[config.mk]
export PLATFORM = sky130hd
export DESIGN_NAME = icache_refill_ctrl
export DESIGN_NICKNAME = d
export VERILOG_FILES = /design/src/rtl/icache_refill_ctrl_pkg.sv /design/src/rtl/icache_wrap4_addr_gen.sv /design/src/rtl/icache_refill_ctrl.sv
export SDC_FILE = /design/constraint.sdc
export NUM_CORES = 1
export LEC_CHECK = 0
export ABC_AREA = 1
export CAP_MARGIN = 20
export CORE_MARGIN = 5
export CORE_UTILIZATION = 34
export DETAILED_ROUTE_END_ITERATION = 8
export GPL_ROUTABILITY_DRIVEN = 0
export PLACE_DENSITY = 0.84
export REMOVE_ABC_BUFFERS = 1
export SLEW_MARGIN = 20
export SYNTH_ARGS = -nofsm -noshare
export SYNTH_HDL_FRONTEND = slang
export SYNTH_HIERARCHICAL = 1
export SYNTH_SLANG_ARGS = --single-unit
[constraint.sdc]
create_clock -name clk -period 1.43 [get_ports clk]
set_input_delay 0.2145 -clock clk [delete_from_list [all_inputs] [get_ports clk]]
set_output_delay 0.2145 -clock clk [all_outputs]
set_load 0.005 [all_outputs]
[src/rtl/icache_refill_ctrl_pkg.sv]
// Shared AHB-Lite encodings plus the constants and state type used by the I-cache refill sequencer.
package icache_refill_ctrl_pkg;

    typedef enum logic [1:0] {
        TRANS_IDLE   = 2'b00,
        TRANS_BUSY   = 2'b01,
        TRANS_NONSEQ = 2'b10,
        TRANS_SEQ    = 2'b11
    } trans_type_e;

    typedef enum logic [2:0] {
        BURST_SINGLE = 3'd0,
        BURST_INCR   = 3'd1,
        BURST_WRAP4  = 3'd2,
        BURST_INCR4  = 3'd3,
        BURST_WRAP8  = 3'd4,
        BURST_INCR8  = 3'd5,
        BURST_WRAP16 = 3'd6,
        BURST_INCR16 = 3'd7
    } burst_type_e;

    typedef enum logic [1:0] {
        ST_IDLE  = 2'd0,
        ST_NSEQ  = 2'd1,
        ST_BURST = 2'd2,
        ST_ERR   = 2'd3
    } refill_state_e;

    localparam logic [31:0] LINE_BASE_MASK = 32'hFFFF_FFF0;
    localparam logic [2:0]  HSIZE_WORD     = 3'b010;
    // Beats per refill; the WRAP4 sequencing below only works for 4.
    localparam int          BEATS          = 4;

endpackage

[src/rtl/icache_wrap4_addr_gen.sv]
// Holds the line base and the wrapping word offset of the current refill and
// derives the AHB address and the line-buffer word index from them.
module icache_wrap4_addr_gen
    import icache_refill_ctrl_pkg::*;
(
    input  logic        clk,
    input  logic        rstn,
    input  logic        i_load,
    input  logic [31:0] i_addr,
    input  logic        i_adv,
    input  logic [1:0]  i_data_cnt,
    output logic [31:0] o_haddr,
    output logic [1:0]  o_idx
);

    logic [31:0] r_base;
    logic [1:0]  r_off;
    logic [1:0]  r_crit;

    // Offset is 2 bits wide, so both address and index wrap inside the line.
    always_ff @(posedge clk or negedge rstn) begin
        if (!rstn) begin
            r_base <= 32'h0;
            r_off  <= 2'd0;
            r_crit <= 2'd0;
        end else if (i_load) begin
            r_base <= i_addr & LINE_BASE_MASK;
            r_off  <= i_addr[3:2];
            r_crit <= i_addr[3:2];
        end else if (i_adv) begin
            r_off  <= r_off + 2'd1;
        end
    end

    assign o_haddr = r_base | {28'h0, r_off, 2'b00};
    assign o_idx   = r_crit + i_data_cnt;

endmodule

[src/rtl/icache_refill_ctrl.sv]
// I-cache miss refill sequencer: one critical-word-first WRAP4 read burst on
// AHB-Lite per accepted miss, streaming the returned words into the line buffer.
module icache_refill_ctrl
    import icache_refill_ctrl_pkg::*;
(
    input  logic        clk,
    input  logic        rstn,
    input  logic        miss_req,
    input  logic [31:0] miss_addr,
    output logic        miss_ready,
    output logic [31:0] haddr,
    output logic [1:0]  htrans,
    output logic [2:0]  hburst,
    output logic [2:0]  hsize,
    output logic        hwrite,
    input  logic        hready,
    input  logic        hresp,
    input  logic [31:0] hrdata,
    output logic        refill_we,
    output logic [1:0]  refill_idx,
    output logic [31:0] refill_data,
    output logic        refill_first,
    output logic        refill_done,
    output logic        refill_err
);

    refill_state_e r_state;
    refill_state_e w_state_next;
    logic [2:0]    r_addr_cnt;
    logic [1:0]    r_data_cnt;

    logic          w_accept;
    logic          w_beat;
    logic          w_addr_open;
    logic          w_last;
    logic          w_nseq_go;
    logic [31:0]   w_gen_addr;
    logic [1:0]    w_gen_idx;

    assign w_accept    = miss_req && (r_state == ST_IDLE);
    assign w_nseq_go   = (r_state == ST_NSEQ) && hready;
    assign w_beat      = (r_state == ST_BURST) && hready && !hresp;
    assign w_addr_open = r_addr_cnt < 3'(BEATS);
    assign w_last      = w_beat && (r_data_cnt == 2'(BEATS - 1));

    icache_wrap4_addr_gen u_addr_gen (
        .clk        (clk),
        .rstn       (rstn),
        .i_load     (w_accept),
        .i_addr     ({miss_addr[31:2], 2'b00}),
        .i_adv      (w_nseq_go || (w_beat && w_addr_open)),
        .i_data_cnt (r_data_cnt),
        .o_haddr    (w_gen_addr),
        .o_idx      (w_gen_idx)
    );

    always_ff @(posedge clk or negedge rstn) begin
        if (!rstn) begin
            r_state <= ST_IDLE;
        end else begin
            r_state <= w_state_next;
        end
    end

    always_comb begin
        w_state_next = r_state;
        unique case (r_state)
            ST_IDLE:  if (miss_req) w_state_next = ST_NSEQ;
            ST_NSEQ:  if (hready)   w_state_next = ST_BURST;
            // An error seen together with hready is taken as the second error cycle.
            ST_BURST: begin
                if (hresp)       w_state_next = hready ? ST_IDLE : ST_ERR;
                else if (w_last) w_state_next = ST_IDLE;
            end
            ST_ERR:   if (hready)   w_state_next = ST_IDLE;
            default:  w_state_next = ST_IDLE;
        endcase
    end

    always_ff @(posedge clk or negedge rstn) begin
        if (!rstn) begin
            r_addr_cnt <= 3'd0;
            r_data_cnt <= 2'd0;
        end else if (w_accept) begin
            r_addr_cnt <= 3'd0;
            r_data_cnt <= 2'd0;
        end else if (w_nseq_go) begin
            r_addr_cnt <= 3'd1;
        end else if (w_beat) begin
            r_data_cnt <= r_data_cnt + 2'd1;
            if (w_addr_open) r_addr_cnt <= r_addr_cnt + 3'd1;
        end
    end

    // Address-phase outputs depend on registered state only; strobes qualify on hready.
    always_comb begin
        miss_ready   = 1'b0;
        htrans       = TRANS_IDLE;
        hburst       = BURST_SINGLE;
        haddr        = 32'h0;
        refill_we    = 1'b0;
        refill_first = 1'b0;
        refill_done  = 1'b0;
        refill_err   = 1'b0;
        unique case (r_state)
            ST_IDLE: miss_ready = 1'b1;
            ST_NSEQ: begin
                htrans = TRANS_NONSEQ;
                hburst = BURST_WRAP4;
                haddr  = w_gen_addr;
            end
            ST_BURST: begin
                htrans       = w_addr_open ? TRANS_SEQ : TRANS_IDLE;
                hburst       = BURST_WRAP4;
                haddr        = w_gen_addr;
                refill_we    = w_beat;
                refill_first = w_beat && (r_data_cnt == 2'd0);
                refill_done  = w_last;
                refill_err   = hresp && hready;
            end
            ST_ERR:  refill_err = hready;
            default: miss_ready = 1'b0;
        endcase
    end

    assign refill_idx  = w_gen_idx;
    assign refill_data = hrdata;
    assign hsize       = HSIZE_WORD;
    assign hwrite      = 1'b0;

endmodule
==> results of run 1 <==
what timing repair did:
| item | CTS | global route |
|---|---|---|
| gates cloned | 3 | 0 |
| hold buffers | 1 | 0 |
| endpoints found under the hold margin | 15 | 0 |
| endpoints found under the setup margin | 77 | 57 |
| gates resized for setup | 217 | 67 |
| pin swaps | 12 | 5 |
| buffers inserted | 9 | 9 |
critical path, stage by stage (launching register included):
cell	delay, ns
dfrtp_1	0.40
inv_2	0.10
ha_4	0.23
buf_12	0.14
buf_8	0.12
buf_6	0.13
nand2_2	0.06
inv_2	0.03
buf_2	0.11
layer usage:
layer,up-vias,global-route usage [%],share of wire (%)
met5,-,3.205,0
met4,0,3.369,1.5
met3,10,10.98,13
met2,94,25.89,46
met1,1035,19.85,40
li1,1097,-,-
flip-flops by register name, indices dropped and copies added, names as in the netlist:
register / cells
u_addr_gen/r_base: 28
r_addr_cnt: 3
r_data_cnt: 2
r_state: 2
u_addr_gen/r_crit: 2
u_addr_gen/r_off: 2
through the flow:
stage,cell area (sq um),TNS (ns),cells
floorplan,2079,-22.86,296
global placement,3113,-14.54,488
global route,3661,-14.70,517
CTS,3415,-10.23,509
detailed placement,3113,-16.45,488
finish,3661,-11.68,517
final timing paths:
| check | startpoint | endpoint | depth (start not counted) |
|---|---|---|---|
| setup / recovery | r_state[0] | haddr[25] | 8 |
| hold / removal | rstn | r_state[0] | 2 |
| min in group clk | hrdata[13] | refill_data[13] | 0 |
| setup reg to reg | r_state[0] | r_addr_cnt[0] | 11 |
| hold reg to reg | u_addr_gen/r_base[14] | u_addr_gen/r_base[14] | 2 |
| max in group asynchronous | rstn | u_addr_gen/r_base[23] | 3 |
area by class of cell:
type | count | area, sq um | area share [%]
flip-flops and latches | 39 | 975.9 | 26.66
well taps | 96 | 120.1 | 3.281
clock buffers | 6 | 82.58 | 2.256
clock inverters | 2 | 35.03 | 0.9569
inverters | 51 | 198.9 | 5.434
multi-input cells | 206 | 1179 | 32.19
repair buffers | 117 | 1070 | 29.22
report_power, final:
group	switching, uW	total (uW)	internal (uW)
combinational	2530	5220	2690
clock	375	939	565
sequential	417	2010	1600
cells by family (layout without fill, tap and decap cells):
family | Yosys count | count (layout) | synth area share [%]
compound gates | 7 | 7 | 1.712
fa+ha+maj | 9 | 9 | 4.668
buf+inv | 101 | 176 | 22.51
flops | 39 | 39 | 40.46
other cells | 3 | 8 | 0.4668
simple gates | 182 | 182 | 30.19
cells in the final DEF, fill, tap and decap left out, types with 5 or more instances in the layout:
master and instances:
clkbuf_8 6, nand2_2 10, nor2_4 5, nor2_2 6, inv_2 18, nand2_4 19
clkdlybuf4s50_1 33, nand3_1 9, dfrtp_1 39, conb_1 8, buf_12 5, buf_2 24
nand2_1 127, inv_1 31, buf_6 22, buf_4 26
==> run_results.csv, run 1 <==
group,metric,value,unit
setup_path,crit_arrival,1.60,ns
flow_run,maxCapViolCount,0,
routing,wire_per_inst,14.81,microns
timing,hold_slack,0.3857,ns
pwr,finalPower,8170,uW
die,fp.dieH,94.23,microns
clock_network,cts_buffers,5,
synthesis,ys.warnings.count,6,
die,dieWidth,94.23,microns
setup_path,cp_max_fo,6,
run_status,violations,"negative setup slack",
place,io_buffers,74,
finish,antennaDiodeCount,0,
routing,ant_nets,0,
setup_path,cp-end-kind,"primary output",
routing,dr.pass1.iters,4,
synthesis,netlist_area,2412,sq um
die,start_util,35.31,%
routing,finalWirelength,7659,microns
die,dieArea,8879,sq um
die,core-area,6832,sq um
synthesis,syn_avg_cell_area,7.074,sq um
synthesis,synthTopCellsByArea,"dfrtp_1 40%, nand2_1 24%, buf_4 13%",
run_status,status,"finished, violations left",
clock_network,clk_pin_slew,0.08,ns
timing,fin_crit,1.816,ns
synthesis,synth_edf_count,0,
global_route,grt_max_degree,32,
finish,nNetsFinal,498,
setup_path,critPathLaunchType,"register",
global_route,grt_pass1_vias,2305,
timing,setup_slack,-0.3855,ns
finish,fillCellCount,676,
finish,utilization,53.59,%
synthesis,ys_seq_area_share,40.46,%
global_route,track_usage,16.97,%
setup_path,worstSetupPathType,"register to primary output",
routing,drc,0,
routing,vias,2236,
global_route,antenna_found_initial,0,
place,preCtsSetupSlack,-0.4162,ns
synthesis,synthMostInstantiatedCell,"nand2_1",
clock_network,clock_latency,0.28,ns
synthesis,syn_inst,341,
pwr,power_per_cell_area,2232,nW/um^2
die,io_pins,149,
timing,min_period_over_period,127.0,%
timing,fmax,0.5508,GHz
timing,setup_violations,45,
place,hpwl,5316,microns
clock_network,cts_tree,"yes",
synthesis,yosysTopAreaCellShare,40.46,%
synthesis,synth_top_cell_by_area,"dfrtp_1",
timing,timing.final.max_slew_violations,0,
clock_network,cts-root-buf,"clkbuf_8",
global_route,overflow,0,
routing,dr.first_iter.drc_count,89,
pwr,ir_worst_vdd,0.001056,V
synthesis,synth_top_flop_cell,"dfrtp_1",
setup_path,crit_required,1.22,ns
synthesis,synthDistinctLibCells,20,
timing,fin_worst_skew,0.003625,ns
synthesis,synthTopCellsByCount,"155 x nand2_1, 50 x inv_1, 41 x buf_4",
finish,syn_to_final_growth,51.76,%
clock_network,clk_path_buf_depth,2,
worst_hold_path,hp-class,"input pin to asynchronous set/reset pin",
routing,viasPerCell,4.325,
synthesis,async_flop_share,100.0,%
clock_network,clock_sinks,39,
finish,final_layout_size_suffix_gt1_share,38.24,%
setup_path,ff2ff_setup_slack,-0.21,ns
timing,final_hold_viol_count,0,
clock_network,clock_tree.htree_level_count,2,
global_route,grt_pass1_wl,11560,microns
pwr,p_leak,0.002143,uW
die,row_count,30,
synthesis,synth_seq_cells,39,
timing,rsz0062_at_grt,"true",
Power figures use the tool's default switching activity.
==> run 2, diff against run 1 <==
RECOVER_POWER = 25   (was not set)
==> results of run 2 <==
Final layout, timing and power as in run 1 (identical DEF).
==> run 3, diff against run 2 <==
CTS_CLUSTER_DIAMETER = 60   (was not set)
==> results of run 3 <==
Final layout, timing and power as in run 1 (identical DEF).
